--- config.mk ---
export PLATFORM = sky130hd
export DESIGN_NAME = udma_ts_mc_capture
export DESIGN_NICKNAME = d
export VERILOG_FILES = /design/src/rtl/udma_ts_pkg.sv /design/src/rtl/udma_ts_fifo.sv /design/src/rtl/udma_ts_mc_capture.sv
export SDC_FILE = /design/constraint.sdc
export NUM_CORES = 1
export LEC_CHECK = 0
export BUFFER_PORTS_ARGS = -buffer_cell sky130_fd_sc_hd__clkbuf_2
export CORE_MARGIN = 2
export CORE_UTILIZATION = 50
export CTS_CLUSTER_DIAMETER = 150
export DETAILED_ROUTE_END_ITERATION = 8
export HOLD_SLACK_MARGIN = 0.12
export PLACE_DENSITY = 0.73
export SYNTH_ARGS = -nofsm -noshare
export SYNTH_HDL_FRONTEND = slang
export SYNTH_SLANG_ARGS = --single-unit
--- constraint.sdc ---
create_clock -name clk_i -period 5.9 [get_ports clk_i]
set_clock_uncertainty 0.15 [all_clocks]
set_input_delay 1.18 -clock clk_i [delete_from_list [all_inputs] [get_ports clk_i]]
set_output_delay 1.18 -clock clk_i [all_outputs]
set_load 0.02 [all_outputs]
--- src/rtl/udma_ts_pkg.sv ---
// rtl/udma_ts_pkg.sv - shared types and word packing for the timestamp capture front-end
//
// Purpose: constants, edge mode enum and the RX word packing helper used by
//          udma_ts_mc_capture.
// Contents:
//   DATASIZE_32  uDMA datasize code for 32-bit words
//   edge_mode_e  per-channel strobe event mode
//   pack_word()  places timestamp data at bit 0 and channel ID at chid_lsb

package udma_ts_pkg;

  localparam logic [1:0] DATASIZE_32 = 2'b10;

  typedef enum logic {
    EDGE_TOGGLE = 1'b0,
    EDGE_RISE   = 1'b1
  } edge_mode_e;

  // Data is masked to data_w bits and the channel ID to chid_w bits, so any
  // bits outside those two fields are guaranteed zero.
  function automatic logic [31:0] pack_word(
    input logic [31:0] data,
    input logic [31:0] chid,
    input int          data_w,
    input int          chid_lsb,
    input int          chid_w
  );
    logic [31:0] dmask;
    logic [31:0] cmask;
    dmask = (data_w >= 32) ? 32'hFFFF_FFFF : ((32'd1 << data_w) - 32'd1);
    cmask = (chid_w >= 32) ? 32'hFFFF_FFFF : ((32'd1 << chid_w) - 32'd1);
    return (data & dmask) | ((chid & cmask) << chid_lsb);
  endfunction

endpackage

--- src/rtl/udma_ts_fifo.sv ---
// rtl/udma_ts_fifo.sv - synchronous first-word-fall-through FIFO
//
// Purpose: buffers packed timestamp words between the capture arbiter and the
//          uDMA RX stream. The head entry is visible on data_o while not empty.
// Ports:
//   clk_i, rst_i  clock, synchronous active-high reset
//   push_i/data_i write request and word; ignored when full unless a pop is taken
//   pop_i         read request; ignored when empty
//   data_o        head word (zero when empty)
//   full_o/empty_o/level_o  occupancy status

module udma_ts_fifo #(
  parameter int WIDTH = 32,
  parameter int DEPTH = 8
) (
  input  logic                     clk_i,
  input  logic                     rst_i,
  input  logic                     push_i,
  input  logic [WIDTH-1:0]         data_i,
  input  logic                     pop_i,
  output logic [WIDTH-1:0]         data_o,
  output logic                     full_o,
  output logic                     empty_o,
  output logic [$clog2(DEPTH):0]   level_o
);

  localparam int AW = $clog2(DEPTH);

  logic [WIDTH-1:0] mem_q [DEPTH];
  logic [AW-1:0]    wptr_q;
  logic [AW-1:0]    rptr_q;
  logic [AW:0]      level_q;
  logic             do_push;
  logic             do_pop;

  assign full_o  = (level_q == (AW+1)'(DEPTH));
  assign empty_o = (level_q == '0);
  assign level_o = level_q;
  assign data_o  = empty_o ? '0 : mem_q[rptr_q];

  // A full FIFO still accepts a write when the head is leaving this cycle.
  assign do_pop  = pop_i & ~empty_o;
  assign do_push = push_i & (~full_o | do_pop);

  always_ff @(posedge clk_i) begin
    if (do_push) begin
      mem_q[wptr_q] <= data_i;
    end
  end

  always_ff @(posedge clk_i) begin
    if (rst_i) begin
      wptr_q  <= '0;
      rptr_q  <= '0;
      level_q <= '0;
    end else begin
      if (do_push) begin
        wptr_q <= wptr_q + AW'(1);
      end
      if (do_pop) begin
        rptr_q <= rptr_q + AW'(1);
      end
      case ({do_push, do_pop})
        2'b10:   level_q <= level_q + (AW+1)'(1);
        2'b01:   level_q <= level_q - (AW+1)'(1);
        default: level_q <= level_q;
      endcase
    end
  end

endmodule

--- src/rtl/udma_ts_mc_capture.sv ---
// rtl/udma_ts_mc_capture.sv - multi-channel timestamp capture into the uDMA RX stream
//
// Purpose: synchronises NB_CH asynchronous TimeSync strobes, captures each
//          channel's timestamp on an event, arbitrates captures round-robin into
//          a FWFT FIFO and drains it as 32-bit words. Tracks dropped captures
//          and raises threshold-based pending events.
// Ports:
//   clk_i, rst_i                 clock, synchronous active-high reset
//   cfg_ch_en_i                  per-channel capture enable
//   cfg_edge_mode_i              per-channel mode: 0 toggle, 1 rising edge only
//   cfg_evt_thr_i                transfers per pending event (0 behaves as 1)
//   cfg_pending_clr_i            clears the transfer counter
//   cfg_ovf_clr_i                clears ovf_o and drop_cnt_o
//   ts_valid_async_i, ts_data_i  asynchronous strobes and per-channel timestamps
//   data_rx_o/_valid_o/_ready_i  RX word stream
//   data_rx_datasize_o           fixed 32-bit datasize code
//   pending_event_o              one-cycle pulse after the threshold transfer
//   pending_cnt_o                transfers since last event or clear
//   fifo_level_o                 FIFO occupancy
//   ovf_o, drop_cnt_o            sticky drop flag, saturating drop counter

module udma_ts_mc_capture
  import udma_ts_pkg::*;
#(
  parameter int NB_CH         = 4,
  parameter int TS_DATA_WIDTH = 28,
  parameter int TS_CHID_LSB   = 28,
  parameter int TS_CHID_WIDTH = 4,
  parameter int FIFO_DEPTH    = 8,
  parameter int TRANS_SIZE    = 16
) (
  input  logic                          clk_i,
  input  logic                          rst_i,
  input  logic [NB_CH-1:0]              cfg_ch_en_i,
  input  logic [NB_CH-1:0]              cfg_edge_mode_i,
  input  logic [TRANS_SIZE-3:0]         cfg_evt_thr_i,
  input  logic                          cfg_pending_clr_i,
  input  logic                          cfg_ovf_clr_i,
  input  logic [NB_CH-1:0]              ts_valid_async_i,
  input  logic [NB_CH*TS_DATA_WIDTH-1:0] ts_data_i,
  output logic [31:0]                   data_rx_o,
  output logic                          data_rx_valid_o,
  input  logic                          data_rx_ready_i,
  output logic [1:0]                    data_rx_datasize_o,
  output logic                          pending_event_o,
  output logic [TRANS_SIZE-3:0]         pending_cnt_o,
  output logic [$clog2(FIFO_DEPTH):0]   fifo_level_o,
  output logic                          ovf_o,
  output logic [7:0]                    drop_cnt_o
);

  localparam int CW = TRANS_SIZE - 2;
  localparam int IW = (NB_CH > 1) ? $clog2(NB_CH) : 1;

  logic [2:0]               sync_q     [NB_CH];
  logic [TS_DATA_WIDTH-1:0] cap_data_q [NB_CH];
  logic [NB_CH-1:0]         evt_raw;
  logic [NB_CH-1:0]         evt_q;
  logic [NB_CH-1:0]         cap_vld_q;
  logic [NB_CH-1:0]         cap_pop;
  logic [NB_CH-1:0]         cap_drop;
  logic [IW-1:0]            rr_ptr_q;
  logic [IW-1:0]            grant_idx;
  logic [IW-1:0]            rr_cand;
  int                       rr_idx;
  logic                     grant_vld;
  logic                     fifo_push;
  logic                     fifo_pop;
  logic                     fifo_full;
  logic                     fifo_empty;
  logic [31:0]              push_word;
  logic [4:0]               drop_n;
  logic [7:0]               drop_base;
  logic [8:0]               drop_sum;
  logic [CW-1:0]            thr_eff;
  logic [CW:0]              cnt_inc;

  assign data_rx_datasize_o = DATASIZE_32;

  // Synchronisers run regardless of enable so that re-enabling a channel with
  // a static strobe sees no stale edge. The event is registered once more so
  // the capture lands three edges after the strobe is first sampled.
  always_comb begin
    evt_raw = '0;
    for (int c = 0; c < NB_CH; c++) begin
      if (edge_mode_e'(cfg_edge_mode_i[c]) == EDGE_RISE) begin
        evt_raw[c] = sync_q[c][1] & ~sync_q[c][2];
      end else begin
        evt_raw[c] = sync_q[c][1] ^ sync_q[c][2];
      end
    end
  end

  always_ff @(posedge clk_i) begin
    if (rst_i) begin
      for (int c = 0; c < NB_CH; c++) begin
        sync_q[c] <= '0;
      end
      evt_q <= '0;
    end else begin
      for (int c = 0; c < NB_CH; c++) begin
        sync_q[c] <= {sync_q[c][1:0], ts_valid_async_i[c]};
      end
      evt_q <= evt_raw;
    end
  end

  // Round-robin search starting at rr_ptr_q.
  always_comb begin
    grant_vld = 1'b0;
    grant_idx = '0;
    rr_idx    = 0;
    rr_cand   = '0;
    for (int i = 0; i < NB_CH; i++) begin
      rr_idx = int'(rr_ptr_q) + i;
      if (rr_idx >= NB_CH) begin
        rr_idx = rr_idx - NB_CH;
      end
      rr_cand = IW'(rr_idx);
      if (!grant_vld && cap_vld_q[rr_cand]) begin
        grant_vld = 1'b1;
        grant_idx = rr_cand;
      end
    end
  end

  assign fifo_pop  = data_rx_valid_o & data_rx_ready_i;
  assign fifo_push = grant_vld & (~fifo_full | fifo_pop);
  assign push_word = pack_word(32'(cap_data_q[grant_idx]), 32'(grant_idx),
                               TS_DATA_WIDTH, TS_CHID_LSB, TS_CHID_WIDTH);

  // A channel being pushed this cycle frees its register, so a coincident
  // event re-captures instead of dropping.
  always_comb begin
    cap_pop  = '0;
    cap_drop = '0;
    for (int c = 0; c < NB_CH; c++) begin
      cap_pop[c]  = fifo_push && (grant_idx == IW'(c));
      cap_drop[c] = evt_q[c] & cfg_ch_en_i[c] & cap_vld_q[c] & ~cap_pop[c];
    end
  end

  always_ff @(posedge clk_i) begin
    if (rst_i) begin
      cap_vld_q <= '0;
      for (int c = 0; c < NB_CH; c++) begin
        cap_data_q[c] <= '0;
      end
    end else begin
      for (int c = 0; c < NB_CH; c++) begin
        if (evt_q[c] && cfg_ch_en_i[c] && (!cap_vld_q[c] || cap_pop[c])) begin
          cap_vld_q[c]  <= 1'b1;
          cap_data_q[c] <= ts_data_i[c*TS_DATA_WIDTH +: TS_DATA_WIDTH];
        end else if (cap_pop[c]) begin
          cap_vld_q[c] <= 1'b0;
        end
      end
    end
  end

  always_ff @(posedge clk_i) begin
    if (rst_i) begin
      rr_ptr_q <= '0;
    end else if (fifo_push) begin
      rr_ptr_q <= (int'(grant_idx) == NB_CH - 1) ? '0 : grant_idx + IW'(1);
    end
  end

  udma_ts_fifo #(
    .WIDTH (32),
    .DEPTH (FIFO_DEPTH)
  ) u_fifo (
    .clk_i   (clk_i),
    .rst_i   (rst_i),
    .push_i  (fifo_push),
    .data_i  (push_word),
    .pop_i   (fifo_pop),
    .data_o  (data_rx_o),
    .full_o  (fifo_full),
    .empty_o (fifo_empty),
    .level_o (fifo_level_o)
  );

  assign data_rx_valid_o = ~fifo_empty;

  // Several channels can drop in the same cycle; each one counts.
  always_comb begin
    drop_n = '0;
    for (int c = 0; c < NB_CH; c++) begin
      drop_n = drop_n + 5'(cap_drop[c]);
    end
    drop_base = cfg_ovf_clr_i ? 8'd0 : drop_cnt_o;
    drop_sum  = {1'b0, drop_base} + 9'(drop_n);
  end

  always_ff @(posedge clk_i) begin
    if (rst_i) begin
      ovf_o      <= 1'b0;
      drop_cnt_o <= '0;
    end else begin
      if (|cap_drop) begin
        ovf_o <= 1'b1;
      end else if (cfg_ovf_clr_i) begin
        ovf_o <= 1'b0;
      end
      drop_cnt_o <= drop_sum[8] ? 8'hFF : drop_sum[7:0];
    end
  end

  assign thr_eff = (cfg_evt_thr_i == '0) ? CW'(1) : cfg_evt_thr_i;
  assign cnt_inc = {1'b0, pending_cnt_o} + (CW+1)'(1);

  // A clear that coincides with a transfer counts that transfer as the first
  // one after the clear.
  always_ff @(posedge clk_i) begin
    if (rst_i) begin
      pending_cnt_o   <= '0;
      pending_event_o <= 1'b0;
    end else begin
      pending_event_o <= 1'b0;
      if (fifo_pop) begin
        if (cfg_pending_clr_i) begin
          pending_cnt_o   <= CW'(1);
          pending_event_o <= (thr_eff == CW'(1));
        end else if (cnt_inc >= {1'b0, thr_eff}) begin
          pending_cnt_o   <= '0;
          pending_event_o <= 1'b1;
        end else begin
          pending_cnt_o <= cnt_inc[CW-1:0];
        end
      end else if (cfg_pending_clr_i) begin
        pending_cnt_o <= '0;
      end
    end
  end

endmodule

Word level (Yosys, flattened, before mapping) --
Memory sizes are Yosys's and may differ from the RTL's. A register that Yosys moved wholly into a read port is not among the register bits. Index checks and enable logic that the tools add are counted.
Word-level totals: register bits 44, word-level logic and storage cells 207, output and inout port bits 63, memories kept 3, memory bits (writable) 364
Operators by class: equal/unequal tests 8, muxes and demuxes 73, bitwise operators 46, add/sub/neg operators 17, reduce and logical (&&, ||, !) cells 38, magnitude comparators 9
Memory list:
- u_fifo.mem_q | words 8, width 30, rd ports 1, clocked after memory_dff 1, write ports 1, RTL line udma_ts_fifo.sv:29 | logic [WIDTH-1:0] mem_q [DEPTH];
- cap_data_q | words 4, width 28, rd ports 1, clocked after memory_dff 0, write ports 4, RTL line udma_ts_mc_capture.sv:56 | logic [TS_DATA_WIDTH-1:0] cap_data_q [NB_CH];
- sync_q | words 4, width 3, rd ports 4, clocked after memory_dff 0, write ports 4, RTL line udma_ts_mc_capture.sv:55 | logic [2:0] sync_q [NB_CH];
Operator list (number):
- $mux W28 | 4
- $mux W14 | 5
- $mux W1 | 41
- $mux W32 | 1
- $or A28 B30 Y30 | 1
- $and A1 B1 Y1 | 20
- $mux W2 | 9
- $mux W3 | 6
- $mux W8 | 2
- $add A14 B1 Y15 const B | 1
- $ge A15 B14 Y1 | 1
- $logic_and A1 B1 Y1 | 15
- $eq A14 B1 Y1 const B | 1
- $logic_not A14 Y1 | 1
- $reduce_bool A2 Y1 | 7
- $lt A2 B3 Y1 const B | 4
- $not A1 Y1 | 11
- $or A1 B1 Y1 | 10
- $add A8 B4 Y9 | 1
- $ge A3 B3 Y1 const B | 3
- $bmux W1 S2 | 4
- $pmux W4 S2 | 1
- $sub A2 B1 Y2 const B | 4
- $logic_not A1 Y1 | 7
- 19 further kinds | 31

Longest topological paths before layout --
Gate-level depths: netlist of the first run.
depth in word-level cells 23, gate-level depth with buffers 20

By module --
Synthesis of the first run repeated with hierarchy kept, for this count alone.
Second synthesis, totals: cell total of the unflattened synthesis 1151, area, all modules 18056.1 um2
Modules (own cells, without submodules):
- udma_ts_fifo | seq. area each 7947.6 um2, instances 1, area an instance 10422.5 um2, cells an instance 488
- udma_ts_mc_capture | seq. area each 4284.1 um2, instances 1, area an instance 7633.6 um2, cells an instance 663

Worst setup path before layout of the first run --
OpenSTA, ideal clock, no wires.
kind input-to-reg, start point input data_rx_ready_i, end point memory u_fifo.mem_q[4][0] in the netlist's numbering, enable pin, path slack 216 ps, data arrival time 5031 ps, buffers on the path 1, stages 5, required time 5247 ps, setup time 503 ps, path through and3b_1 -> clkbuf_1 -> a21oi_4 -> inv_1 -> nor4b_1
On the way: cells in the longest elaborated chain, start to end 6, elaborated cells between the ends (all ways) 8
Ends and longest elaborated chain:
- start, declared | RTL line udma_ts_mc_capture.sv:43 | input logic data_rx_ready_i,
- $and A1 B1 Y1 (*) | RTL line udma_ts_mc_capture.sv:127 | assign fifo_pop = data_rx_valid_o & data_rx_ready_i;
- $or A1 B1 Y1 / $and A1 B1 Y1 (equally long branches) | RTL line udma_ts_mc_capture.sv:128, udma_ts_fifo.sv:42
- $and A1 B1 Y1 / $or A1 B1 Y1 (equally long branches) | RTL line udma_ts_mc_capture.sv:128, udma_ts_fifo.sv:43
- $and A1 B1 Y1 (*) | RTL line udma_ts_fifo.sv:43 | assign do_push = push_i & (~full_o | do_pop);
- $mux W1 (*) | RTL line udma_ts_fifo.sv:46 | if (do_push) begin
- $mux W1 (not written as such) (*) | RTL line udma_ts_fifo.sv:47 | mem_q[wptr_q] <= data_i;
- end, declared | RTL line udma_ts_fifo.sv:29
Every way passes the cells marked *; elsewhere a longest branch is shown, timed or not.

==> metrics.md, run 1 <==
| Metric | Value |
|---|---|
| Max H-tree Level | `2` |
| Worst Path Arrival | `3020 ps` |
| Count leader, synth | `edfxtp_1` |
| Fill count | `2716` |
| Routed WL per cell | `20.77 microns` |
| Die Span Y | `190.4 microns` |
| TNS Setup | `0 ps` |
| Status | `finished clean` |
| Crit. End Element | `primary output` |
| Yosys warnings | `0` |
| Drt pass-1 iters | `5` |
| PortBufs | `201` |
| Top cell type's share of synthesized area | `60.83%` |
| Die area | `36260 sq um` |
| DP Area | `19000 sq um` |
| Post-Syn Instances | `1178` |
| Leak | `0.007449 uW` |
| DRT Wirelength | `38940 microns` |
| Distinct cell type count after synthesis | `51` |
| Layout net count | `1560` |
| IO Pins | `206` |
| GPL Wtd Cong | `0.8181` |
| Fin. max-slew vios | `0` |
| Core Area | `34370 sq um` |
| Vias/cell | `5.521` |
| Hold Crit Class | `flop to flop` |
| Clk slew on worst S/H paths | `60 ps` |
| Postcts setup bufs | `0` |
| Hold_buf cts | `0` |
| Period utilisation layout | `73.80%` |
| Area Growth Syn to Fin | `16.82%` |
| Peak supply drop | `0.0002603 V` |
| Antenna violations before repair | `3` |
| Total power | `7106 uW` |
| Sequential Area | `11760 sq um` |
| Synth area leaders | `edfxtp_1 61%, mux4_2 7.8%, dfxtp_1 6.8%` |
| Final Hold Viols | `0` |
| Crit path max fanout | `49` |
| DRT antenna net count | `0` |
| Via count | `10350` |
| Top cells by count, synth | `352 x edfxtp_1, 141 x and2_1, 83 x nand2_1` |
| Initial Util | `50.56%` |
| Sequential area share after synthesis | `67.62%` |
| Post-detail-place hpwl | `24960 microns` |
| Post-synth EDFFs | `352` |
| Slowest cell on crit path | `dfxtp_4` |
| CTS max path bufs | `3` |
| CTS buffer count | `42` |
| Mean Syn Cell Area | `14.75 sq um` |
| Crit path kind | `flop to primary output` |
| CTS tree | `built` |
| Final WS setup | `1546 ps` |
| First-pass GRT wire length | `60600 microns` |
| Yosys reg bits | `411` |
| Final min period | `4354 ps` |
| Worst EP required | `4570 ps` |
| Clk root buf | `clkbuf_16` |
| Synth area leader | `edfxtp_1` |
| Setup violators final | `0` |
| Largest net degree at the start of global routing | `67` |
| Clock Latency Late Sink | `540 ps` |
| Die W | `190.4 microns` |
| Grt total ovfl | `0` |
| Finished Cell Area | `20300 sq um` |
| Max transition margin | `23.33%` |
| Post-synth ARST share | `0%` |
| Detailed-route DRC error count | `0` |
| Kind of start point of the critical path | `flop` |
| Synthesized area | `17380 sq um` |
| # Max-Cap Violations | `0` |
| RSZ-0062 raised after global routing | `false` |
| Area of the multi-input gates | `5305 sq um` |
| Proportion of layout cells with a drive suffix above 1 | `26.22%` |
| Clk sinks | `411` |
| Placement Setup Slack | `1201 ps` |
| Fin util | `59.06%` |
| Main flop type after synthesis | `edfxtp_1` |
| Post-CTS sizing | `0` |
| Worst-path cell chain | `buf_4 -> mux4_2 -> mux2i_1 -> nor2_1 -> clkbuf_2` |
| Rows | `68` |
| Worst-Margin Slew | `1146 ps` |
| F_max | `229.7 MHz` |
| Initial drt markers | `803` |
| Crit path largest cell delay | `990 ps` |
| Total Routing Usage GR | `22.01%` |
| Power Density | `350.0 nW/um^2` |
| Number of global-route vias before repair | `10520` |
worst max-delay path: cells and delay by family (launching register included):
kind                   cells  cell delay [ps]
flip-flops                 1              990
multiplexers               2              750
AND/OR/NAND/NOR            1               90
buffers and inverters      2              590
cell usage in the layout (no fill, tap or decap), drive strengths merged, types with 2 or more instances in the layout:
cell	n
a211o	4
a211oi	31
a21o	6
a21oi	28
a22o	6
a31oi	31
and2	141
and3	8
buf	25
clkbuf	256
clkinv	18
conb	4
dfxtp	59
edfxtp	352
fa	4
ha	27
inv	41
mux2i	30
mux4	60
nand2	83
nand2b	5
nand3	17
nand4	4
nor2	71
nor2b	20
nor3	15
nor3b	4
nor4	8
nor4b	2
o211ai	2
o21a	5
o21ai	17
o31a	2
or3	2
xnor2	14
xor2	8
cell type report:
class                      instances  share of cell area, %
tap                              455                  2.804
multi-input combinational        666                  26.13
sequential                       411                  57.92
clock inverter                    22                 0.7458
clock buffer                      55                  5.664
antenna                            1                0.01233
timing repair buffer             226                  6.003
inverter                          39                 0.7211
where the power goes:
group,internal [uW],switching (uW),total [uW]
sequential,3280,134,3410
clock,1420,1070,2490
combinational,498,703,1200
total,5200,1910,7110
cell families (layout without fill, tap and decap cells):
family,after synthesis,count (layout),synth area share [%]
muxes,90,90,9.504
DFF,411,411,67.62
buffers and inverters,103,342,2.441
adders and majority gates,31,31,2.405
AOI/OAI and AO/OA,138,138,5.328
other,2,5,0.04322
and+or+nand+nor,381,381,11.55
xor gates and xnor gates,22,22,1.109
worst paths after layout:
kind | slack [ps] | cells after the start | to | from
setup / recovery | 1550 | 5 | data_rx_o[12] | flop
hold / removal | 280 | 1 | sync_q[2][1] | sync_q[2][0]
setup reg to reg | 1750 | 16 | drop_cnt_o[7] | cap_vld_q[3]
hold reg to reg | 280 | 1 | sync_q[2][1] | sync_q[2][0]
registers in the layout, summed over array words and instances, names as in the netlist, 2 cells and up, named ones only:
name and flops:
pending_cnt_o 14, rr_ptr_q 2, u_fifo.mem_q 240, drop_cnt_o 8, u_fifo.wptr_q 3, cap_data_q 112
sync_q 12, evt_q 4, cap_vld_q 4, u_fifo.rptr_q 3, u_fifo.level_o 4
layer usage:
layer	vias to the layer above	wire length (microns)	GRT usage (%)
met3	58	2649	4.656
met5	-	29	0
li1	4801	-	-
met2	335	18800	35.62
met1	5154	16780	30.82
met4	4	680	5.098
per-stage QoR:
stage               cells  hold WS [ps]
floorplan            1180         263.8
finish               1875         279.7
CTS                  1874         282.7
global route         1874         305.3
global placement     1797         268.9
detailed placement   1797         278.9
(Power assumes the default switching activity.)
==> inputs of run 2 (changes only) <==
clock period = 4 ns   (was 5.9 ns; I/O delays follow)
==> run 2 against run 1 <==
Net effect:
- core utilization increased by 0.50 points
- worst setup slack lost 1300 ps
- global-route usage is 0.17 points higher
- flip-flop and latch count did not move
- critical endpoint is now drop_cnt_o[5]
- largest cell class unchanged
- non-clock buffer count increased by 13
==> metrics.md, run 2 (synthesis gave the netlist of run 1 again) <==
| Metric | Value |
|---|---|
| Fin. max-slew vios | `0 (unchanged)` |
| Area Growth Syn to Fin | `17.81% (was 16.82%)` |
| Met2 WL | `18800 microns (about the same)` |
| Sequential share of power | `46.8% (was 48.0%)` |
| Rows | `68 (unchanged)` |
| Post-CTS sizing | `0 (unchanged)` |
| Area of the multi-input gates | `5369 sq um (was 5305 sq um)` |
| Final min period | `3774 ps` |
| WHS Endpoint | `sync_q[1][1] (was sync_q[2][1])` |
| Power Density | `517.7 nW/um^2 (was 350.0 nW/um^2)` |
| Layout net count | `1572 (was 1560)` |
| Grt total ovfl | `0 (unchanged)` |
| Number of global-route vias before repair | `10610 (was 10520)` |
| Commonest non-fill, non-tap cell in the layout | `edfxtp_1 (unchanged)` |
| Via count | `10420 (was 10350)` |
| Sw frac | `26.73% (was 26.85%)` |
| CTS max path bufs | `3 (unchanged)` |
| GPL Wtd Cong | `0.8582 (was 0.8181)` |
| Leak | `0.007504 uW (was 0.007449 uW)` |
| Hold path cells | `1 (unchanged)` |
| Setup violators final | `0 (unchanged)` |
| IO Pins | `206 (unchanged)` |
| Worst R2R End | `drop_cnt_o[5] (was drop_cnt_o[7])` |
| Die W | `190.4 microns (unchanged)` |
| Worst R2R Setup Slack | `230 ps (was 1750 ps)` |
| RSZ-0062 raised after global routing | `false (unchanged)` |
| Clock Latency Late Sink | `540 ps (about the same)` |
| Sequential Area | `11760 sq um (unchanged)` |
| Start of the worst register-to-register path | `cap_vld_q[2] (was cap_vld_q[3])` |
| Hold Crit Class | `flop to flop (unchanged)` |
| DRT Wirelength | `39340 microns (was 38940 microns)` |
| Top Registers | `u_fifo.mem_q x240, cap_data_q x112, pending_cnt_o x14 (unchanged)` |
| Crit. End Element | `flop (was primary output)` |
| Crit path max fanout | `7 (was 49)` |
| DRT antenna net count | `0 (unchanged)` |
| Hold slack final | `288.5 ps (was 279.7 ps)` |
| Clk slew on worst S/H paths | `60 ps (about the same)` |
| Initial drt markers | `899 (was 803)` |
| Clock power share | `35.2% (was 35.1%)` |
| DP Area | `19160 sq um (was 19000 sq um)` |
| Die Span Y | `190.4 microns (unchanged)` |
| Kind of start point of the critical path | `flop (unchanged)` |
| Drt pass-1 iters | `5 (unchanged)` |
| F_max | `265.0 MHz` |
| Comb power frac | `18.0% (was 16.9%)` |
| Met1 WL | `16590 microns (was 16780 microns)` |
| Worst Hold Launch | `sync_q[1][0] (was sync_q[2][0])` |
| CTS buffer count | `41 (was 42)` |
| First-pass GRT wire length | `60730 microns (was 60600 microns)` |
| Worst reg-to-reg path cell count | `14 (was 16)` |
| Clk sinks | `411 (unchanged)` |
| Routed WL per cell | `20.90 microns (was 20.77 microns)` |
| Initial Util | `50.56% (unchanged)` |
| # Max-Cap Violations | `0 (unchanged)` |
| TNS Setup | `0 ps (unchanged)` |
| Worst-Margin Slew | `1047 ps (was 1146 ps)` |
| Peak supply drop | `0.0003184 V (was 0.0002603 V)` |
| Hold_buf cts | `0 (unchanged)` |
| Proportion of layout cells with a drive suffix above 1 | `26.51% (was 26.22%)` |
| Most flop-heavy register | `u_fifo.mem_q (unchanged)` |
| Detailed-route DRC error count | `0 (unchanged)` |
| Max transition margin | `29.87% (was 23.33%)` |
| Commonest non-fill, non-tap cells in the layout | `352 x edfxtp_1, 201 x clkbuf_2, 141 x and2_1 (unchanged)` |
| Total Routing Usage GR | `22.17% (was 22.01%)` |
| Internal power | `7767 uW (was 5198 uW)` |
| Final Hold Viols | `0 (unchanged)` |
| Max H-tree Level | `2 (unchanged)` |
| Met3 wire len | `2973 microns (was 2649 microns)` |
| Largest net degree at the start of global routing | `67 (unchanged)` |
| Period utilisation layout | `94.35%` |
| Fill count | `2627 (was 2716)` |
| Clk root buf | `clkbuf_16 (unchanged)` |
| Status | `finished clean (unchanged)` |
| Vias/cell | `5.535 (was 5.521)` |
| Crit path kind | `flop to flop (was flop to primary output)` |
| Core Area | `34370 sq um (unchanged)` |
| Final WS setup | `225.9 ps (was 1546 ps)` |
| Antenna violations before repair | `2 (was 3)` |
| Post-detail-place hpwl | `25140 microns (was 24960 microns)` |
| Placement Setup Slack | `98.39 ps (was 1201 ps)` |
| PortBufs | `201 (unchanged)` |
| Top routing layer used | `met5 (unchanged)` |
| Max FFs per register | `240 (unchanged)` |
| CTS tree | `built (unchanged)` |
| Die area | `36260 sq um (unchanged)` |
| Finished Cell Area | `20470 sq um (was 20300 sq um)` |
| Worst EP required | `4330 ps (was 4570 ps)` |
| Worst Path Arrival | `4100 ps (was 3020 ps)` |
| P_sw | `2833 uW (was 1908 uW)` |
run 2: layout make-up:
type                            instances  share of cell area [%]
Timing Repair Buffer                  239                   6.490
Antenna cell                            1                 0.01222
Multi-Input combinational cell        666                   26.22
Tap cell                              455                   2.781
Sequential cell                       411                   57.43
Clock inverter                         17                  0.9839
Inverter                               39                  0.7150
Clock buffer                           54                   5.366
run 2: layer usage:
layer  GRT usage [%]  vias up
li1                -     4817
met3           4.527       69
met2           34.97      404
met1           31.35     5124
met4           6.738        2
met5               0        -
run 2: worst max-delay path by stage:
stage                          from             to  depth (start not counted)
global route           cap_vld_q[2]  drop_cnt_o[7]                         14
CTS                    cap_vld_q[2]  drop_cnt_o[7]                         16
floorplan              cap_vld_q[1]  drop_cnt_o[7]                         20
detailed placement  data_rx_ready_i  drop_cnt_o[7]                         15
global placement    data_rx_ready_i  drop_cnt_o[7]                         15
finish                 cap_vld_q[2]  drop_cnt_o[5]                         14
run 2: per-stage QoR:
step,power [uW],utilization (%),instances
6_report,10600,59.56,1882
5_1_grt,11050,59.56,1881
4_1_cts,10710,59.53,1880
3_5_place_dp,7009,55.75,1809
3_3_place_gp,6965,55.75,1809
2_1_floorplan,6294,-,1180
run 2: what timing repair did:
| item | 4_1_cts | 5_1_grt |
|---|---|---|
| buffers inserted | 0 | 1 |
| endpoints found under the hold margin | 0 | 0 |
| endpoints found under the setup margin | 0 | 7 |
run 2: power by group through the flow:
stage / registers, uW / clock network [uW] / logic (uW)
6_report: 4960 / 3730 / 1900
2_1_floorplan: 4990 / 0 / 1310
3_3_place_gp: 5050 / 0 / 1910
3_5_place_dp: 5060 / 0 / 1950
4_1_cts: 4970 / 3790 / 1960
5_1_grt: 4990 / 3980 / 2080
run 2: critical path, stage by stage, from the launching register on:
cell     delay [ps]
dfxtp_1         390
nor2b_1         300
o21a_1          250
nor3_4           60
o31ai_1         340
nor2_1          130
fa_1            550
inv_1            60
fa_1            430
inv_1            80
fa_1            240
and3_1          220
nand3_1         250
o21a_1          190
nor2_1           70
